`config.mk`:
```
export PLATFORM = sky130hd
export DESIGN_NAME = uart_sensor_cmd_bridge
export DESIGN_NICKNAME = d
export VERILOG_FILES = /design/src/rtl/uart_bridge_pkg.sv /design/src/rtl/heartbeat_led.sv /design/src/rtl/uart_sensor_cmd_bridge.sv
export SDC_FILE = /design/constraint.sdc
export NUM_CORES = 1
export LEC_CHECK = 0
export CORE_MARGIN = 1
export CORE_UTILIZATION = 57
export CTS_CLUSTER_SIZE = 8
export DETAILED_ROUTE_END_ITERATION = 16
export PLACE_DENSITY = 0.88
export SETUP_SLACK_MARGIN = 0.05
export SYNTH_ARGS = -nofsm -noshare
export SYNTH_HDL_FRONTEND = slang
export SYNTH_SLANG_ARGS = --single-unit
```
`constraint.sdc`:
```
create_clock -name i_clk -period 4.19 [get_ports i_clk]
set_input_delay 0.838 -clock i_clk [delete_from_list [all_inputs] [get_ports i_clk]]
set_output_delay 0.838 -clock i_clk [all_outputs]
set_load 0.05 [all_outputs]
```
`src/rtl/uart_bridge_pkg.sv`:
```
// Shared definitions for the UART sensor command bridge.
//   op_t      : command opcode carried in command byte bits [7:6]
//   state_t   : command engine state encoding
//   DEF_*     : default reply codes (acknowledge, bad channel, empty channel)
//   bit_rev8  : mirrors a byte (bit 0 <-> bit 7) for hosts that send LSB-first
package uart_bridge_pkg;

  typedef enum logic [1:0] {
    OP_READ   = 2'b00,
    OP_BURST  = 2'b01,
    OP_RST    = 2'b10,
    OP_STATUS = 2'b11
  } op_t;

  typedef enum logic [2:0] {
    S_IDLE,
    S_DECODE,
    S_SEND,
    S_FETCH,
    S_RST
  } state_t;

  localparam logic [7:0] DEF_ACK_CODE   = 8'hA5;
  localparam logic [7:0] DEF_NAK_CODE   = 8'h5A;
  localparam logic [7:0] DEF_EMPTY_CODE = 8'hEE;

  function automatic logic [7:0] bit_rev8(input logic [7:0] b);
    logic [7:0] r;
    for (int unsigned i = 0; i < 8; i++) begin
      r[i] = b[7 - i];
    end
    return r;
  endfunction

endpackage

```
`src/rtl/heartbeat_led.sv`:
```
// Free-running heartbeat: o_led toggles once every HALF_PERIOD clocks.
//   i_clk  : clock
//   i_rst  : asynchronous active-high reset (LED off, counter reloaded)
//   o_led  : heartbeat output
module heartbeat_led #(
  parameter int unsigned HALF_PERIOD = 26000000
) (
  input  logic i_clk,
  input  logic i_rst,
  output logic o_led
);

  localparam int unsigned HW = (HALF_PERIOD > 1) ? $clog2(HALF_PERIOD) : 1;

  logic [HW-1:0] cnt_q, cnt_d;
  logic          led_q, led_d;

  // Count HALF_PERIOD-1 .. 0; the toggle happens on the zero cycle so each
  // LED level lasts exactly HALF_PERIOD clocks.
  always_comb begin
    cnt_d = cnt_q;
    led_d = led_q;
    if (cnt_q == '0) begin
      cnt_d = HW'(HALF_PERIOD - 1);
      led_d = ~led_q;
    end else begin
      cnt_d = cnt_q - 1'b1;
    end
  end

  always_ff @(posedge i_clk or posedge i_rst) begin
    if (i_rst) begin
      cnt_q <= HW'(HALF_PERIOD - 1);
      led_q <= 1'b0;
    end else begin
      cnt_q <= cnt_d;
      led_q <= led_d;
    end
  end

  assign o_led = led_q;

endmodule

```
`src/rtl/uart_sensor_cmd_bridge.sv`:
```
// Command/response engine between the UART byte streams and NUM_CH sensor
// FIFO channels. Host commands: single read, burst drain, per-channel FSM
// reset and status query. Also owns the heartbeat LED.
//   i_rx_data/i_rx_valid/o_rx_ready : command bytes from the UART receiver
//   o_tx_data/o_tx_valid/i_tx_ready : reply bytes to the UART transmitter
//   i_ch_valid/i_ch_data            : per-channel FIFO heads (ch k at [8k+7:8k])
//   o_ch_extract                    : one-cycle FIFO pop strobe, one-hot or zero
//   o_ch_rst                        : per-channel I2C FSM reset pulse
//   o_busy                          : engine not idle
//   o_led_status                    : heartbeat
module uart_sensor_cmd_bridge
  import uart_bridge_pkg::*;
#(
  parameter int unsigned NUM_CH          = 4,
  parameter int unsigned BURST_MAX       = 16,
  parameter int unsigned RST_CYCLES      = 4,
  parameter logic [7:0]  ACK_CODE        = DEF_ACK_CODE,
  parameter logic [7:0]  NAK_CODE        = DEF_NAK_CODE,
  parameter logic [7:0]  EMPTY_CODE      = DEF_EMPTY_CODE,
  parameter bit          RX_BIT_REVERSE  = 1'b1,
  parameter int unsigned LED_HALF_PERIOD = 26000000
) (
  input  logic                  i_clk,
  input  logic                  i_rst,
  input  logic [7:0]            i_rx_data,
  input  logic                  i_rx_valid,
  output logic                  o_rx_ready,
  output logic [7:0]            o_tx_data,
  output logic                  o_tx_valid,
  input  logic                  i_tx_ready,
  input  logic [NUM_CH-1:0]     i_ch_valid,
  input  logic [8*NUM_CH-1:0]   i_ch_data,
  output logic [NUM_CH-1:0]     o_ch_extract,
  output logic [NUM_CH-1:0]     o_ch_rst,
  output logic                  o_busy,
  output logic                  o_led_status
);

  localparam int unsigned RW = $clog2(RST_CYCLES + 1);

  state_t              state_q, state_d;
  state_t              ret_q, ret_d;
  op_t                 op_q, op_d;
  logic [2:0]          ch_q, ch_d;
  logic [7:0]          cnt_q, cnt_d;
  logic [RW-1:0]       rcnt_q, rcnt_d;
  logic [7:0]          tx_data_q, tx_data_d;
  logic                tx_valid_q, tx_valid_d;
  logic                rx_ready_q, rx_ready_d;
  logic                busy_q, busy_d;
  logic [NUM_CH-1:0]   extract_q, extract_d;
  logic [NUM_CH-1:0]   ch_rst_q, ch_rst_d;

  logic [7:0]          cmd_byte;
  logic                unused_cmd_bits;
  logic [7:0]          valid_pad;
  logic [63:0]         data_pad;
  logic [7:0]          head_data;
  logic                head_valid;
  logic                ch_bad;
  logic [NUM_CH-1:0]   ch_oh;

  assign cmd_byte        = RX_BIT_REVERSE ? bit_rev8(i_rx_data) : i_rx_data;
  // Command bits [5:3] are reserved and deliberately ignored.
  assign unused_cmd_bits = ^cmd_byte[5:3];

  // Pad the channel buses to the 3-bit channel field range so a latched
  // out-of-range channel can never index past the real vectors.
  assign valid_pad  = 8'(i_ch_valid);
  assign data_pad   = 64'(i_ch_data);
  assign head_data  = data_pad[{ch_q, 3'b000} +: 8];
  assign head_valid = valid_pad[ch_q];
  assign ch_bad     = ({5'b0, ch_q} >= 8'(NUM_CH));

  always_comb begin
    ch_oh = '0;
    for (int unsigned k = 0; k < NUM_CH; k++) begin
      ch_oh[k] = (ch_q == 3'(k));
    end
  end

  always_comb begin
    state_d   = state_q;
    ret_d     = ret_q;
    op_d      = op_q;
    ch_d      = ch_q;
    cnt_d     = cnt_q;
    rcnt_d    = rcnt_q;
    tx_data_d = tx_data_q;
    ch_rst_d  = ch_rst_q;
    extract_d = '0;

    case (state_q)
      S_IDLE: begin
        if (rx_ready_q && i_rx_valid) begin
          op_d    = op_t'(cmd_byte[7:6]);
          ch_d    = cmd_byte[2:0];
          state_d = S_DECODE;
        end
      end

      S_DECODE: begin
        if (op_q != OP_STATUS && ch_bad) begin
          tx_data_d = NAK_CODE;
          ret_d     = S_IDLE;
          state_d   = S_SEND;
        end else begin
          case (op_q)
            OP_READ: begin
              if (head_valid) begin
                tx_data_d = head_data;
                extract_d = ch_oh;
              end else begin
                tx_data_d = EMPTY_CODE;
              end
              ret_d   = S_IDLE;
              state_d = S_SEND;
            end
            OP_BURST: begin
              tx_data_d = ACK_CODE;
              cnt_d     = '0;
              ret_d     = S_FETCH;
              state_d   = S_SEND;
            end
            OP_RST: begin
              rcnt_d   = RW'(RST_CYCLES);
              ch_rst_d = ch_oh;
              state_d  = S_RST;
            end
            OP_STATUS: begin
              tx_data_d = valid_pad;
              ret_d     = S_IDLE;
              state_d   = S_SEND;
            end
          endcase
        end
      end

      // tx_valid_q is high exactly while in S_SEND, so i_tx_ready alone
      // completes the handshake here.
      S_SEND: begin
        if (i_tx_ready) begin
          state_d = ret_q;
        end
      end

      S_FETCH: begin
        if (head_valid && (cnt_q < 8'(BURST_MAX))) begin
          tx_data_d = head_data;
          extract_d = ch_oh;
          cnt_d     = cnt_q + 8'd1;
          ret_d     = S_FETCH;
        end else begin
          tx_data_d = cnt_q;
          ret_d     = S_IDLE;
        end
        state_d = S_SEND;
      end

      // ch_rst was raised on entry; dropping it on the rcnt==1 cycle gives
      // a pulse of exactly RST_CYCLES clocks, and the ACK follows it.
      S_RST: begin
        if (rcnt_q == RW'(1)) begin
          ch_rst_d  = '0;
          tx_data_d = ACK_CODE;
          ret_d     = S_IDLE;
          state_d   = S_SEND;
        end else begin
          rcnt_d = rcnt_q - 1'b1;
        end
      end

      default: state_d = S_IDLE;
    endcase

    tx_valid_d = (state_d == S_SEND);
    rx_ready_d = (state_d == S_IDLE);
    busy_d     = (state_d != S_IDLE);
  end

  always_ff @(posedge i_clk or posedge i_rst) begin
    if (i_rst) begin
      state_q    <= S_IDLE;
      ret_q      <= S_IDLE;
      op_q       <= OP_READ;
      ch_q       <= '0;
      cnt_q      <= '0;
      rcnt_q     <= '0;
      tx_data_q  <= '0;
      tx_valid_q <= 1'b0;
      rx_ready_q <= 1'b0;
      busy_q     <= 1'b0;
      extract_q  <= '0;
      ch_rst_q   <= '0;
    end else begin
      state_q    <= state_d;
      ret_q      <= ret_d;
      op_q       <= op_d;
      ch_q       <= ch_d;
      cnt_q      <= cnt_d;
      rcnt_q     <= rcnt_d;
      tx_data_q  <= tx_data_d;
      tx_valid_q <= tx_valid_d;
      rx_ready_q <= rx_ready_d;
      busy_q     <= busy_d;
      extract_q  <= extract_d;
      ch_rst_q   <= ch_rst_d;
    end
  end

  assign o_rx_ready   = rx_ready_q;
  assign o_tx_data    = tx_data_q;
  assign o_tx_valid   = tx_valid_q;
  assign o_ch_extract = extract_q;
  assign o_ch_rst     = ch_rst_q;
  assign o_busy       = busy_q;

  heartbeat_led #(
    .HALF_PERIOD(LED_HALF_PERIOD)
  ) u_heartbeat (
    .i_clk (i_clk),
    .i_rst (i_rst),
    .o_led (o_led_status)
  );

endmodule

```
# After elaboration in Yosys (flattened, before gate mapping)

Index checks and enable logic that the tools add are counted.

Word-level logic and storage cells: 100
Input bits: 48
Register bits after elaboration: 67

Reduce and logical (&&, ||, !) cells: 20
Bitwise logic cells: 1
Shift-type cells: 1
Muxes and demuxes: 37
Order comparisons: 3
Equal/unequal tests: 21
Add/subtract/negate cells: 3

Operators with widths:

| kind                                                | number |
|---|---|
| indexed part select 64 x 7 -> 8 bit                 | 1 |
| two-way mux 8 bit                                   | 7 |
| case mux 8 bit (3 select lines)                     | 2 |
| two-way mux 4 bit                                   | 7 |
| two-way mux 3 bit                                   | 9 |
| zero test 25 bit                                    | 1 |
| two-way mux 25 bit                                  | 1 |
| subtractor 25 x 1 -> 25 bit, second input constant  | 1 |
| case mux 3 bit (2 select lines)                     | 3 |
| case mux 4 bit (2 select lines)                     | 2 |
| case mux 8 bit (2 select lines)                     | 1 |
| equality test 3 x 2 -> 1 bit, second input constant | 5 |
| case mux 3 bit (5 select lines)                     | 1 |
| inequality test 2 bit, second input constant        | 7 |
| AND reduction 4 bit                                 | 3 |
| equality test 3 x 1 -> 1 bit, second input constant | 3 |
| zero test 3 bit                                     | 3 |
| case mux 3 bit (3 select lines)                     | 1 |
| adder 8 x 1 -> 8 bit, second input constant         | 1 |
| < comparator 8 x 5 -> 1 bit, second input constant  | 1 |
| AND reduction 3 bit                                 | 2 |
| nonzero test 3 bit                                  | 2 |
| inequality test 5 bit, second input constant        | 1 |
| equality test 2 bit, second input constant          | 2 |
| 16 further kinds                                    | 19 |

# Depth between registers and ports, before layout

Gate-level depths: netlist (run 1).

Word-level depth: 6
Mapped depth: 8
Gate-level depth less buffers: 7

# Cells and area by module

From an unflattened synthesis (run 1), not the netlist that was laid out.

Cells, all modules: 367
Area total of the unflattened synthesis: 3789.9 um2

Modules (own cells, without submodules):

| module                 | times used | area each (um2) | sequential area each (um2) | cells each |
|---|---|---|---|---|
| uart_sensor_cmd_bridge | 1          | 2426.1          | 975.9                      | 238 |
| heartbeat_led          | 1          | 1363.8          | 670.6                      | 129 |

# Least setup slack after synthesis (run 1)

No wires, ideal clock.

Path type: in2reg
Start: in i_ch_valid[3]
End: reg tx_data_q[1] (netlist: o_tx_data[1])
Library setup time: 126 ps
Arrival: 2130 ps
Stages: 5
Data required time: 4064 ps
Setup slack: 1934 ps
Path buffers: 0
Cells stage by stage: mux2_2 -> a22o_1 -> nand2_1 -> mux2_2 -> a221o_1

Longest elaborated chain between the ends: 6

Ends and longest elaborated chain:

| item                                      | RTL line                      | text |
|---|---|---|
| start, declared                           | uart_sensor_cmd_bridge.sv:31  | `input logic [NUM_CH-1:0] i_ch_valid,` |
| binary-select mux 1 bit (select 3 bit) *  | uart_sensor_cmd_bridge.sv:72  | `assign head_valid = valid_pad[ch_q];` |
| two-way mux 1 bit (not written as such) * | uart_sensor_cmd_bridge.sv:72  |  |
| two-way mux 8 bit                         | uart_sensor_cmd_bridge.sv:110 | `if (head_valid) begin` |
| case mux 8 bit (3 select lines)           | uart_sensor_cmd_bridge.sv:108 | `case (op_q)` |
| two-way mux 8 bit                         | uart_sensor_cmd_bridge.sv:103 | `if (op_q != OP_STATUS && ch_bad) begin` |
| case mux 8 bit (3 select lines) *         | uart_sensor_cmd_bridge.sv:93  | `case (state_q)` |
| end signal, assigned                      | uart_sensor_cmd_bridge.sv:202 | `tx_data_q <= tx_data_d;` |
| end, declared                             | uart_sensor_cmd_bridge.sv:47  | `logic [7:0] tx_data_q, tx_data_d;` |

Every way passes the cells marked *; elsewhere a longest branch is shown, timed or not. The select of a mux whose other input is x is not followed.
A chain may end at the register's enable or synchronous reset.

# Worst setup path in the final report (run 1)

Start: in i_ch_valid[3]
End: reg extract_q[2] (netlist: o_ch_extract[2])

Longest elaborated chain between the ends: 6

Ends and longest elaborated chain:

| item                                      | RTL line                      | text |
|---|---|---|
| binary-select mux 1 bit (select 3 bit) *  | uart_sensor_cmd_bridge.sv:72  |  |
| two-way mux 1 bit (not written as such) * | uart_sensor_cmd_bridge.sv:72  |  |
| two-way mux 4 bit                         | uart_sensor_cmd_bridge.sv:110 |  |
| two-way mux 4 bit                         | uart_sensor_cmd_bridge.sv:108 |  |
| two-way mux 4 bit                         | uart_sensor_cmd_bridge.sv:103 |  |
| case mux 4 bit (2 select lines) *         | uart_sensor_cmd_bridge.sv:93  |  |
| via extract_d[2]                          | uart_sensor_cmd_bridge.sv:51  | `logic [NUM_CH-1:0] extract_q, extract_d;` |
| end signal, assigned                      | uart_sensor_cmd_bridge.sv:206 | `extract_q <= extract_d;` |
| end, declared                             | uart_sensor_cmd_bridge.sv:51  |  |

The timed path passes the listed nets; every way through them passes the cells marked *. The select of a mux whose other input is x is not followed.

==> results of run 1 <==
## sequential cells by signal (all words and copies together) (netlist names)
name               count
o_ch_rst               4
op_q                   2
o_rx_ready             1
o_busy                 1
rcnt_q                 3
cnt_q                  8
o_tx_data              8
o_ch_extract           4
u_heartbeat.cnt_q     25
o_tx_valid             1
ret_q                  1
state_q                3
u_heartbeat.o_led      1
ch_q                   3
## path summary, 6_finish.rpt
| check | end | startpoint |
|---|---|---|
| max in group asynchronous | o_ch_extract[3] | i_rst |
| min in group asynchronous | u_heartbeat.cnt_q[22] | i_rst |
| worst max register to register | o_ch_extract[2] | ch_q[1] |
| worst max-delay path | o_ch_extract[2] | i_ch_valid[3] |
| worst min register to register | u_heartbeat.cnt_q[0] | u_heartbeat.cnt_q[0] |
| worst min-delay path | u_heartbeat.cnt_q[0] | u_heartbeat.cnt_q[0] |
## cells by family (layout without fill, tap and decap cells)
family,after synthesis,in the layout,synth area share (%)
AOI/OAI and AO/OA,79,79,15.05
xor gates and xnor gates,16,16,3.849
adders and majority gates,9,9,3.093
buffers and inverters,29,98,3.093
DFF,65,65,45.22
muxes,18,18,7.973
and+or+nand+nor,148,148,21.72
## power by group through the flow
stage	combinational, mW	clock, mW	sequential, mW
floorplan	0.734	0	1.07
global placement	1.20	0	0.933
detailed placement	1.24	0	0.938
CTS	1.25	0.504	0.930
global route	1.35	0.530	0.957
finish	1.27	0.498	0.933
## per-layer routing
layer | routed length, µm | part of all wire (%) | up-vias | global-route usage, %
li1 | - | - | 1451 | -
met1 | 3658 | 41 | 1533 | 35.60
met2 | 4543 | 51 | 144 | 46.53
met3 | 504 | 5.7 | 25 | 5.111
met4 | 202 | 2.3 | 0 | 12.81
met5 | 0 | 0 | - | 0
## final cells by class
type / count / share of cell area [%]
multi-input combinational: 270 / 41.58
sequential: 65 / 36.38
timing repair buffer: 66 / 14.49
clock buffer: 10 / 3.041
tap: 75 / 2.074
inverter: 16 / 1.327
clock inverter: 6 / 1.106
## cells in the final DEF (no fill, tap or decap), types with 7 or more instances in the layout
master | synthesis | layout
nor2_1 | 41 | 41
ha_1 | 9 | 9
inv_1 | 16 | 15
clkdlybuf4s50_1 | 0 | 64
mux2_2 | 8 | 8
a21oi_1 | 11 | 11
nor3_1 | 12 | 12
dfstp_2 | 16 | 16
o31ai_1 | 8 | 8
clkbuf_8 | 0 | 10
mux4_2 | 8 | 8
nand3_1 | 7 | 7
o21ai_0 | 20 | 20
xor2_1 | 11 | 11
dfrtp_1 | 49 | 49
nand2_1 | 40 | 40
## critical path, cell delays in order
cell and delay, ps:
clkdlybuf4s50_1 410, mux2_2 300, a22oi_1 570, nor2_1 320
o21bai_1 370, nor3_1 100
==> metrics.csv, run 1 <==
stage,metric,value,unit
run_status,status,completed,
timing,"Slew Viols, Final",0,
synthesis,Synth area leaders,"dfrtp_1 (34%), dfstp_2 (12%), mux4_2 (4.9%), nor2_1 (4.2%), nand2_1 (4.1%)",
clocking,root buffer cell,clkbuf_8,
power_and_ir_drop,Comb pwr share,47.0,%
worst_setup_path,critical path endpoint category,register,
power_and_ir_drop,switching pwr,1.202,mW
die,die width,81.93,µm
cells_and_area,final design utilization,75.10,%
timing,final hold vios,0,
die,# rows,28,
synthesis,sequential fraction of the synthesis area,45.22,%
power_and_ir_drop,Clock Power Share,18.5,%
worst_setup_path,CP startpoint kind,input pin,
synthesis,Synth Flop Type,dfrtp_1,
routing,DRT Pass-1 Iters,5,
clocking,cts bufs inserted,9,
clocking,CTS max path bufs,2,
run,max_cap viols,0,
die,IO Count,68,
synthesis,Post-Syn Nets,421,
routing,DR iter-0 viols,185,
power_and_ir_drop,leakage power figure,1.859,nW
power_and_ir_drop,total design power,2.700,mW
timing,count of final setup violators,0,
clocking,total setup buffers inserted after CTS,0,
synthesis,"EDFF count, synth",0,
routing,Avg WL per Cell,17.54,µm
power_and_ir_drop,Switching Share,44.51,%
power_and_ir_drop,PwrDens,596.6,nW/µm²
worst_setup_path,critical path class,in2reg,
grt,initial antenna violation count,0,
synthesis,yosys warns,0,
die,die area,6712,µm²
synthesis,Synth top cells by count,"dfrtp_1 (49), nor2_1 (41), nand2_1 (40)",
synthesis,"area leader, netlist",dfrtp_1,
cells_and_area,# nets final,485,
cells_and_area,post-route cell area,4526,µm²
routing,Post-DRT Antenna Nets,0,
worst_setup_path,cells on worst reg2reg path,5,
grt,vias in the first global route,3057,
clocking,clk_lat worst skew,350,ps
placement,placed wire-length estimate,6446,µm
timing,min Tclk post-route,2722,ps
cells_and_area,Multi-input gate area,1882,µm²
cells_and_area,area delta synth->final,24.30,%
power_and_ir_drop,Worst VDD drop,0.4332,mV
clocking,CTS tree,yes,
cells_and_area,n_diodes,0,
placement,DP Cell Count,492,
timing,clock skew,9.832,ps
worst_setup_path,Worst Path Arrival,2920,ps
routing,via count,3153,
synthesis,Netlist cell types,69,
hold_path,HP Class,reg2reg,
timing,RSZ-0062 raised after global routing,no,
clocking,clock transition at the registers of the reported paths,80,ps
synthesis,Cells after Synth,364,
cells_and_area,register area,1647,µm²
grt,pin count of the biggest net entering global routing,47,
placement,number of buffers added on ports,64,
hold_path,Hold Path Depth,1,
timing,actual slew at the worst max-slew pin,697.4,ps
synthesis,top-area cell type share of the netlist area,33.68,%
die,Initial Util,60.42,%
die,core area,6026,µm²
timing,final setup TNS,0,ps
clocking,"Hold-fix buffers, CTS",0,
synthesis,most instantiated library cell after synthesis,dfrtp_1,
timing,Slew HR,53.51,%
worst_setup_path,Reg2Reg Setup Slack,1530,ps
grt,first-pass GRT wire length,14110,µm
placement,routability cong.,0.8970,
timing,final hold slack,462.1,ps
placement,area post-placement,4338,µm²
routing,DR DRC count,0,
clocking,cts repair resizes,0,
cells_and_area,ratio of cells with drive above 1 in the final layout,15.47,%
grt,GRT overflow,0,
synthesis,Async SR Flop Fraction,100.0,%
timing,Final period util,64.97,%
worst_setup_path,CP max FO,6,
power_and_ir_drop,Flop pwr share,34.5,%
grt,GRT Util Overall,28.08,%
clocking,H-tree levels,3,
die,Die Height,81.93,µm
power_and_ir_drop,Int Power,1.498,mW
cells_and_area,Filler Cells Inserted,409,
placement,pre-CTS setup slack,1223,ps
synthesis,synthesized area,3641,µm²
timing,FMAX,367.4,MHz
timing,Final Worst Setup Slack,1468,ps
routing,vias per cell,6.207,
synthesis,Post-Syn Area per Cell,10.00,µm²
synthesis,post-synthesis register bit count,65,
routing,drt total wl,8909,µm
worst_setup_path,Worst EP required,4380,ps
clocking,clk sinks,65,
cells_and_area,Layout Cells excl Fill,508,
No activity file was read; power rests on OpenSTA's default activity.
==> run 2: changes to the inputs <==
Settings changed: CORE_UTILIZATION 57 to 47, PLACE_DENSITY 0.88 to 0.78.
Clock period 4.19 ns to 2.5 ns, I/O delays scaled along.
==> metrics.csv, run 2 (same netlist as run 1, synthesis figures left out) <==
stage,metric,value,unit,change
timing,clock skew,10.83,ps,+0.9938 ps
clocking,root buffer cell,clkbuf_8,,
power_and_ir_drop,Comb pwr share,48.5,%,+1.5 points
cells_and_area,"commonest cells after routing, fill and taps aside","clkdlybuf4s50_1 (64), dfrtp_1 (49), nor2_1 (41)",,
clocking,H-tree levels,3,,unchanged
power_and_ir_drop,leakage power figure,1.950,nW,+4.9%
cells_and_area,"commonest non-fill, non-tap cell in the layout",clkdlybuf4s50_1,,
timing,Final period util,89.73,%,
clocking,cts bufs inserted,9,,unchanged
clocking,cts repair resizes,0,,unchanged
cells_and_area,max reg flops,25,,unchanged
routing,drt total wl,8837,µm,-0.81%
power_and_ir_drop,Switching Share,43.33,%,-1.2 points
grt,initial antenna violation count,0,,unchanged
routing,DRT Pass-1 Iters,4,,-1
placement,placed wire-length estimate,6755,µm,+4.8%
grt,GRT Util Overall,23.28,%,-4.8 points
routing,DR iter-0 viols,185,,unchanged
worst_setup_path,critical path class,reg2reg,,
routing,via count,3114,,-1.2%
timing,min Tclk post-route,2243,ps,
die,# rows,31,,+11%
routing,Post-DRT Antenna Nets,0,,unchanged
die,Die Height,90.02,µm,+9.9%
power_and_ir_drop,switching pwr,2.029,mW,+69%
clocking,CTS max path bufs,2,,unchanged
cells_and_area,area delta synth->final,28.80,%,
power_and_ir_drop,Flop pwr share,31.9,%,-2.6 points
clocking,clock transition at the registers of the reported paths,90,ps,about the same
hold_path,HP Class,reg2reg,,
timing,Slew HR,57.88,%,+4.4 points
power_and_ir_drop,Clock Power Share,19.7,%,+1.2 points
power_and_ir_drop,Int Power,2.654,mW,+77%
grt,pin count of the biggest net entering global routing,47,,unchanged
die,die area,8103,µm²,+21%
worst_setup_path,Slowest Stage Delay on Critical Path,590,ps,+20 ps
worst_setup_path,CP max stage cell,or4b_1,,
cells_and_area,n_diodes,0,,unchanged
cells_and_area,ratio of cells with drive above 1 in the final layout,18.12,%,+2.6 points
worst_setup_path,reg2reg end,u_heartbeat.cnt_q[22],,
die,IO Count,68,,unchanged
timing,count of final setup violators,0,,unchanged
worst_setup_path,CP startpoint kind,register,,
clocking,CTS tree,yes,,
worst_setup_path,worst r2r src,u_heartbeat.cnt_q[0],,
run,max_cap viols,0,,unchanged
worst_setup_path,Worst EP required,2740,ps,-1640 ps
run_status,status,completed,,
worst_setup_path,Worst Path Arrival,2480,ps,-440 ps
timing,RSZ-0062 raised after global routing,no,,
cells_and_area,# nets final,499,,+2.9%
timing,actual slew at the worst max-slew pin,627.6,ps,-69.81 ps
power_and_ir_drop,Worst VDD drop,0.7837,mV,+81%
clocking,"Hold-fix buffers, CTS",0,,unchanged
grt,vias in the first global route,3172,,+3.8%
routing,vias per cell,5.703,,-8.1%
clocking,clk sinks,65,,unchanged
routing,Avg WL per Cell,16.18,µm,-7.7%
die,die width,90.02,µm,+9.9%
worst_setup_path,Setup crit start,u_heartbeat.cnt_q[0],,
worst_setup_path,crit-path cells,inv_1 -> ha_1 -> or4b_1 -> nor4_4 -> nand2_2 -> nor3_2 -> mux2_2,,
timing,final hold vios,0,,unchanged
cells_and_area,Filler Cells Inserted,585,,+43%
cells_and_area,largest register by flop count,u_heartbeat.cnt_q,,
timing,"Slew Viols, Final",0,,unchanged
worst_setup_path,worst setup path end,u_heartbeat.cnt_q[22],,
placement,number of buffers added on ports,64,,unchanged
grt,first-pass GRT wire length,15170,µm,+7.5%
die,core area,7370,µm²,+22%
grt,GRT overflow,0,,unchanged
cells_and_area,final design utilization,63.63,%,-11 points
die,Initial Util,49.41,%,-11 points
timing,final setup TNS,0,ps,unchanged
worst_setup_path,critical path endpoint category,register,,
power_and_ir_drop,PwrDens,998.8,nW/µm²,+67%
worst_setup_path,CP max FO,7,,+1
routing,DR DRC count,0,,unchanged
clocking,total setup buffers inserted after CTS,0,,unchanged
placement,routability cong.,0.8803,,-1.9%
worst_setup_path,cells on worst reg2reg path,7,,+2
clocking,clk_lat worst skew,360,ps,about the same
timing,FMAX,445.8,MHz,
worst_setup_path,Reg2Reg Setup Slack,260,ps,-1270 ps
power_and_ir_drop,total design power,4.684,mW,+73%
-- run 2: through the flow --
| step | std cells | cell area [µm²] | worst slack, ps | hold slack [ps] |
|---|---|---|---|---|
| 2_1_floorplan | 364 | 3641 | 344.9 | 426.1 |
| 3_3_place_gp | 530 | 4486 | 138.6 | 434.5 |
| 3_5_place_dp | 530 | 4486 | 30.44 | 441.3 |
| 4_1_cts | 546 | 4690 | 254.3 | 463.0 |
| 5_1_grt | 546 | 4690 | 116.4 | 472.6 |
| 6_report | 546 | 4690 | 256.8 | 461.3 |
-- run 2: worst min path at each step --
stage	startpoint	endpoint	slack, ps	depth (start not counted)
floorplan	u_heartbeat.cnt_q[0]	u_heartbeat.cnt_q[0]	430	1
global placement	u_heartbeat.cnt_q[0]	u_heartbeat.cnt_q[0]	430	1
detailed placement	u_heartbeat.cnt_q[0]	u_heartbeat.cnt_q[0]	440	1
CTS	u_heartbeat.cnt_q[0]	u_heartbeat.cnt_q[0]	460	1
global route	u_heartbeat.cnt_q[0]	u_heartbeat.cnt_q[0]	470	1
finish	u_heartbeat.cnt_q[0]	u_heartbeat.cnt_q[0]	460	1
-- run 2: per-layer routing --
| metal | GRT usage [%] | up-vias | part of all wire [%] |
|---|---|---|---|
| li1 | - | 1474 | - |
| met1 | 28.54 | 1530 | 43 |
| met2 | 40.14 | 92 | 51 |
| met3 | 4.484 | 18 | 4.6 |
| met4 | 9.543 | 0 | 1.6 |
| met5 | 0 | - | 0 |
-- run 2: power by group through the flow --
| stage | combinational [mW] | clock, mW | sequential [mW] |
|---|---|---|---|
| 3_3_place_gp | 2.21 | 0 | 1.49 |
| 3_5_place_dp | 2.27 | 0 | 1.50 |
| 5_1_grt | 2.47 | 0.975 | 1.53 |
| 6_report | 2.27 | 0.921 | 1.49 |
| 2_1_floorplan | 1.23 | 0 | 1.79 |
| 4_1_cts | 2.27 | 0.932 | 1.49 |
-- run 2: final cells by class --
type	instances	area [µm²]	share of cell area [%]
clock buffers	10	148.9	3.175
inverters	16	60.06	1.281
flip-flops and latches	65	1647	35.11
multi-input cells	270	1882	40.13
well taps	99	123.9	2.641
repair buffers	80	773.2	16.49
clock inverters	6	55.05	1.174
-- run 2: worst max-delay path, delay by kind of cell (launching register included) --
family | cells | cell delay [ps]
flip-flops | 1 | 380
buffers and inverters | 1 | 50
multiplexers | 1 | 340
AND/OR/NAND/NOR | 4 | 1160
adder cells (fa/ha/maj) | 1 | 190
